## config.mk

```make
export PLATFORM = sky130hd
export DESIGN_NAME = mul32_shift_add
export DESIGN_NICKNAME = d
export VERILOG_FILES = /design/src/rtl/mul32_shift_add.sv
export SDC_FILE = /design/constraint.sdc
export NUM_CORES = 1
export LEC_CHECK = 0
export CORE_AREA = 2 2 124 126
export CTS_BUF_LIST = sky130_fd_sc_hd__clkbuf_16
export DETAILED_ROUTE_END_ITERATION = 12
export DIE_AREA = 0 0 126 128
export PLACE_DENSITY_LB_ADDON = 0.1
export SYNTH_ARGS = -nofsm -noshare
export SYNTH_HDL_FRONTEND = slang
export SYNTH_SLANG_ARGS = --single-unit
export TNS_END_PERCENT = 50
```

## constraint.sdc

```tcl
create_clock -name clk -period 19.9 [get_ports clk]
set_input_delay 5.97 -clock clk [delete_from_list [all_inputs] [get_ports clk]]
set_output_delay 5.97 -clock clk [all_outputs]
set_load 0.1 [all_outputs]
```

## src/rtl/mul32_shift_add.sv

```systemverilog
// Iterative unsigned 32x32->64 shift-add multiplier built around one adder32.
// The multiplier is consumed LSB-first from acc_lo, and product bits shift in behind it.
module mul32_shift_add #(
    parameter bit ZERO_SKIP = 1'b0
) (
    input  logic        clk,
    input  logic        rst,
    input  logic        in_valid,
    output logic        in_ready,
    input  logic [31:0] a,
    input  logic [31:0] b,
    output logic        out_valid,
    input  logic        out_ready,
    output logic [63:0] p
);
    typedef enum logic [1:0] {IDLE, CALC, DONE} state_t;

    state_t      state_q;
    logic [4:0]  cnt_q;
    logic [31:0] mcand_q;
    logic [31:0] acc_hi_q;
    logic [31:0] acc_lo_q;
    logic [63:0] p_q;
    logic        in_ready_q;
    logic        out_valid_q;

    logic [32:1] add_a;
    logic [32:1] add_b;
    logic [32:1] add_s;
    logic        add_c32;
    logic        sx_unused;
    logic [31:0] acc_hi_d;
    logic [31:0] acc_lo_d;
    logic        zero_hit;

    assign add_a = acc_hi_q;
    assign add_b = acc_lo_q[0] ? mcand_q : 32'd0;

    adder32 u_adder (
        .A   (add_a),
        .B   (add_b),
        .c0  (1'b0),
        .S   (add_s),
        .c32 (add_c32),
        .sx  (sx_unused)
    );

    // Carry-out becomes the new MSB; it is what makes 0xFFFFFFFF^2 come out right.
    assign acc_hi_d = {add_c32, add_s[32:2]};
    assign acc_lo_d = {add_s[1], acc_lo_q[31:1]};

    assign zero_hit = ZERO_SKIP && ((a == 32'd0) || (b == 32'd0));

    always_ff @(posedge clk or posedge rst) begin
        if (rst) begin
            state_q     <= IDLE;
            cnt_q       <= 5'd0;
            mcand_q     <= 32'd0;
            acc_hi_q    <= 32'd0;
            acc_lo_q    <= 32'd0;
            p_q         <= 64'd0;
            in_ready_q  <= 1'b1;
            out_valid_q <= 1'b0;
        end else begin
            case (state_q)
                IDLE: begin
                    if (in_valid) begin
                        mcand_q    <= a;
                        acc_hi_q   <= 32'd0;
                        acc_lo_q   <= b;
                        cnt_q      <= 5'd0;
                        in_ready_q <= 1'b0;
                        if (zero_hit) begin
                            p_q         <= 64'd0;
                            out_valid_q <= 1'b1;
                            state_q     <= DONE;
                        end else begin
                            state_q <= CALC;
                        end
                    end
                end
                CALC: begin
                    acc_hi_q <= acc_hi_d;
                    acc_lo_q <= acc_lo_d;
                    cnt_q    <= cnt_q + 5'd1;
                    if (cnt_q == 5'd31) begin
                        p_q         <= {acc_hi_d, acc_lo_d};
                        out_valid_q <= 1'b1;
                        state_q     <= DONE;
                    end
                end
                DONE: begin
                    if (out_ready) begin
                        out_valid_q <= 1'b0;
                        in_ready_q  <= 1'b1;
                        state_q     <= IDLE;
                    end
                end
                default: begin
                    state_q     <= IDLE;
                    in_ready_q  <= 1'b1;
                    out_valid_q <= 1'b0;
                end
            endcase
        end
    end

    assign in_ready  = in_ready_q;
    assign out_valid = out_valid_q;
    assign p         = p_q;
endmodule

// Ripple-carry adder whose ports are numbered [32:1]; sx flags signed overflow.
module adder32 (
    input  logic [32:1] A,
    input  logic [32:1] B,
    input  logic        c0,
    output logic [32:1] S,
    output logic        c32,
    output logic        sx
);
    logic [32:0] c;

    assign c[0] = c0;

    generate
        for (genvar gi = 1; gi <= 32; gi++) begin : g_bit
            assign S[gi] = A[gi] ^ B[gi] ^ c[gi-1];
            assign c[gi] = (A[gi] & B[gi]) | (c[gi-1] & (A[gi] ^ B[gi]));
        end
    endgenerate

    assign c32 = c[32];
    assign sx  = c[32] ^ c[31];
endmodule

```

Yosys cells after proc, flatten, opt, wreduce, memory -nomap -nowiden:

Index checks and enable logic that the tools add are counted.

* register bits after elaboration: 169
* output and inout port bits: 66
* logic and storage cells: 199

* add/subtract/negate cells: 1
* eq/ne operators: 6
* muxes and demuxes: 17
* bitwise gates (word level): 159
* reduce and logical (&&, ||, !) cells: 8

Operator list (number)
* $pmux 32 s2: 2
* $mux 32: 3
* $and 1x1->1: 63
* $xor 1x1->1: 63
* $or 1x1->1: 31
* $pmux 5 s2: 1
* $reduce_and 3->1: 3
* $mux 2: 3
* $ne 2x2->1 const B: 3
* $pmux 1 s3: 2
* $pmux 2 s3: 1
* $reduce_and 2->1: 3
* $add 5x1->5 const B: 1
* $eq 5x5->1 const B: 1
* $mux 5: 1
* $mux 1: 4
* $eq 2x1->1 const B: 1
* $eq 2x2->1 const B: 1
* $logic_not 2->1: 1
* $not 1->1: 2
* $reduce_bool 2->1: 1

Longest topological paths before layout:

* word-level depth: 65
* mapped depth: 40
* mapped depth without buffers: 39

Modules after synthesis:

From an unflattened synthesis, not the netlist that was laid out.

* cells, all modules: 608
* area total of the unflattened synthesis: 7543.5 um^2

Modules (own cells, without submodules)
* mul32_shift_add: times used 1, cells an instance 565, area an instance 6856.6 um^2, seq. area each 4230.3 um^2
* adder32: times used 1, cells an instance 43, area an instance 686.9 um^2, seq. area each 0.0 um^2

Least setup slack after synthesis:

OpenSTA, ideal clock, no wires.

* path kind: register to register
* start point: register acc_lo_q[0]
* end point: register p_q[62] (netlist: p[62])
* setup time: 130 ps
* arrival time: 12839 ps
* required time: 19770 ps
* path slack: 6931 ps
* stages on the path, launching flop included: 41
* path buffers: 1
* period minus slack after synthesis: 12969 ps
* cells stage by stage: dfrtp_1 -> clkbuf_1 -> and2_1 -> ha_1 -> inv_1 -> fa_1 -> fa_1 -> fa_1 -> fa_1 -> fa_1 -> fa_1 -> fa_1 -> fa_1 -> fa_1 -> fa_1 -> fa_1 -> fa_1 -> fa_1 -> [... 5 more ...] -> fa_1 -> inv_1 -> fa_1 -> fa_1 -> fa_1 -> fa_1 -> fa_1 -> fa_1 -> fa_1 -> fa_1 -> fa_1 -> fa_1 -> inv_1 -> fa_1 -> fa_1 -> inv_1 -> fa_1 -> o21ai_0

* word-level cells in the longest chain between the ends: 63
* elaborated cells on any way between the ends: 124
* those cells by class: mux (1); bitwise (123)

RTL lines
* start, declared: line 22 `logic [31:0] acc_lo_q;`
* start signal, assigned: line 84 `acc_lo_q <= acc_lo_d;`
* $mux 32 *: line 37 `assign add_b = acc_lo_q[0] ? mcand_q : 32'd0;`
* $and 1x1->1 / $xor 1x1->1 (equally long branches): line 129 `assign c[gi] = (A[gi] & B[gi]) | (c[gi-1] & (A[gi] ^ B[gi]));`
* $and 1x1->1: line 129
* $or 1x1->1: line 129
* $and 1x1->1: line 129
* $or 1x1->1: line 129
* $and 1x1->1: line 129
* $or 1x1->1: line 129
* [... 47 more ...]
* $or 1x1->1: line 129
* $and 1x1->1: line 129
* $or 1x1->1: line 129
* $and 1x1->1: line 129
* $or 1x1->1: line 129
* $and 1x1->1: line 129
* $or 1x1->1: line 129
* $xor 1x1->1 *: line 128 `assign S[gi] = A[gi] ^ B[gi] ^ c[gi-1];`
* end signal, assigned: line 87 `p_q <= {acc_hi_d, acc_lo_d};`
* end, declared: line 23 `logic [63:0] p_q;`

Every way passes the cells marked *; elsewhere a longest branch is shown, timed or not.
A chain may end at the register's enable or synchronous reset.

Final worst setup path:

Same ends and word-level chain as after synthesis.

==> impl_metrics.ini <==
[run_status]
outcome = completed

[sta]
post-route-period-util = 0.6710
fmax_ghz = 0.07489
hold_violations = 0
clock_skew_ps = 5.043
worst_pin_slew_ps = 1078
setup_tns_ps = 0
maxSlewHeadroom = 0.2788
final_max_slew_viol_count = 0
rsz0062_at_grt = no
post-route-min-period_ps = 13350
setup_viol = 0

[flow_run]
maxCapViolCount = 0

[logic_synthesis]
yosysWarnings = 0
synth_seq_cells = 169
syn_inst = 666
syn-cell-area_sq_um = 7993
synth.avg_cell_area_sq_um = 12.00
seq_area_frac_synth = 0.5293
synth_fp_nets = 768
synth.distinct_cells = 36

[detailed_routing]
drt_first_pass_iters = 6
drt_iter0_drc = 246
wire_per_inst_um = 16.33
post_drt_via_cell_ratio = 5.279
ant_nets = 0
routed_wl_um = 15980
num_vias = 5168
drc = 0

[global_route]
overflow = 0
grt_pass1_vias = 5332
grt_max_degree = 110
grt_usage = 0.2085
antenna_found_initial = 0
grt_first_pass_wirelength_um = 26750

[clocking]
cts_tree = yes
cts_resized = 0
cts_root_buf = clkbuf_16
path_clk_slew_ps = 60
clockBufferDepth = 2
cts_buffers = 17
hold_buffers = 0
cts_sinks = 169
cts_setup_buffers = 0
ctsHtreeMaxLevel = 4
worstSkewPairLatency_ps = 420

[critical_path]
cp_max_fo = 10
cpMostUsedCell = fa_1
critPathLaunchType = flop
end_kind = flop
cp_slowest_stage_delay_ps = 510
required_ps = 20150
critPathKind = flop to flop
cp.arrival_ps = 13610
cp_slowest_cell = fa_1

[layout]
register_area_sq_um = 4232
num-fill-cells = 1178
drive_above_1_share = 0.1656
antenna_cells = 0
final_cell_mix = 167 x dfrtp_1, 133 x clkdlybuf4s50_1, 128 x nand2_1
multi_input_area_sq_um = 3297
area_delta_synth_final_pct = 24.01
nets = 880
layout_commonest_cell = dfrtp_1

[floorplan]
dieArea_sq_um = 16130
core_sq_um = 14860
io-pin-count = 134
die_h_um = 128
initial_core_util = 0.5377
num_rows = 45
die_width_um = 126

[place]
gp_congestion = 0.7580
io_buffers = 133
hpwl_um = 10060

[worst_hold_path]
min_path_type = flop to flop
==> critical path: cells and delay by family (launching register included) <==
kind / cells / cell delay (ps)
compound gates: 1 / 100
buf+inv: 5 / 300
flops: 1 / 490
fa+ha+maj: 32 / 12110
simple gates: 1 / 170
==> cell type report <==
cell class,instances,area share
clock buffer,17,0.04292
clock inverter,15,0.02083
inverter,34,0.01338
multi-input combinational,416,0.3326
sequential,169,0.4269
tap,188,0.02373
timing repair buffer,140,0.1396
==> Yosys cell counts (all sizes together) <==
| library cell | n | area [sq um] |
|---|---|---|
| dfrtp | 168 | 4204 |
| nand2 | 128 | 480.5 |
| mux2 | 68 | 882.1 |
| o21ai | 67 | 335.3 |
| inv | 34 | 127.6 |
| a21oi | 33 | 165.2 |
| and3b | 31 | 272.8 |
| fa | 31 | 620.6 |
| buf | 30 | 276.5 |
| o22ai | 30 | 306.5 |
| clkbuf | 17 | 63.81 |
| and2 | 4 | 25.02 |
| nor2 | 4 | 15.01 |
| ha | 3 | 37.54 |
| nor2b | 3 | 33.79 |
| nand2b | 2 | 12.51 |
| o21bai | 2 | 18.77 |
| o31ai | 2 | 15.01 |
| a22o | 1 | 8.760 |
| a22oi | 1 | 7.510 |
| and2b | 1 | 8.760 |
| and3 | 1 | 6.260 |
| dfstp | 1 | 26.28 |
| nand3 | 1 | 5.000 |
| nand3b | 1 | 20.02 |
| o22a | 1 | 8.760 |
| xor2 | 1 | 8.760 |
==> per-stage QoR <==
stage	util	std cells	worst slack, ps	hold WS, ps	cell area, sq um
floorplan	-	666	6931	467.1	7993
global placement	0.6243	947	6738	460.2	9280
detailed placement	0.6243	947	6567	469.2	9280
CTS	0.6668	979	6512	483.1	9912
global route	0.6668	979	5929	502.3	9912
finish	0.6668	979	6547	476.1	9912
==> registers in the layout, indices dropped and copies added (netlist names) <==
signal / cells
mcand_q: 32
p: 64
state_q: 2
acc_hi_q: 32
in_ready: 1
cnt_q: 5
out_valid: 1
acc_lo_q: 32
==> per-layer routing <==
metal	GRT usage	vias up	wire [um]	share of wire
met5	0	-	0	0
met4	0.07111	0	248	0.016
met3	0.04633	22	626	0.039
met2	0.3400	99	7715	0.48
met1	0.2799	2585	7392	0.46
li1	-	2462	-	-
==> final timing paths <==
path                                          end                    start  slack [ps]  cells after the start
max                             p[62]$_DFFE_PP0P_  acc_lo_q[0]$_DFFE_PP0P_        6550                     39
min                             p[33]$_DFFE_PP0P_        p[33]$_DFFE_PP0P_         480                      2
max reg2reg                     p[62]$_DFFE_PP0P_  acc_lo_q[0]$_DFFE_PP0P_        6550                     39
min reg2reg                     p[33]$_DFFE_PP0P_        p[33]$_DFFE_PP0P_         480                      2
max in group asynchronous  state_q[0]$_DFFE_PP0P_                      rst       12350                      3
min in group asynchronous       p[32]$_DFFE_PP0P_                      rst        6170                      2
==> cell families (layout without fill, tap and decap cells) <==
logic type | count (synthesis) | count (layout) | share of synthesized area
muxes | 68 | 68 | 0.1104
DFF | 169 | 169 | 0.5293
buffers and inverters | 81 | 206 | 0.05855
adders and majority gates | 34 | 34 | 0.08234
and+or+nand+nor | 176 | 176 | 0.1100
xor gates and xnor gates | 1 | 1 | 0.001096
AOI/OAI and AO/OA | 137 | 137 | 0.1083
Power is not shown: default switching activity piles up to over one toggle a cycle in this logic, so the estimate is an artifact.
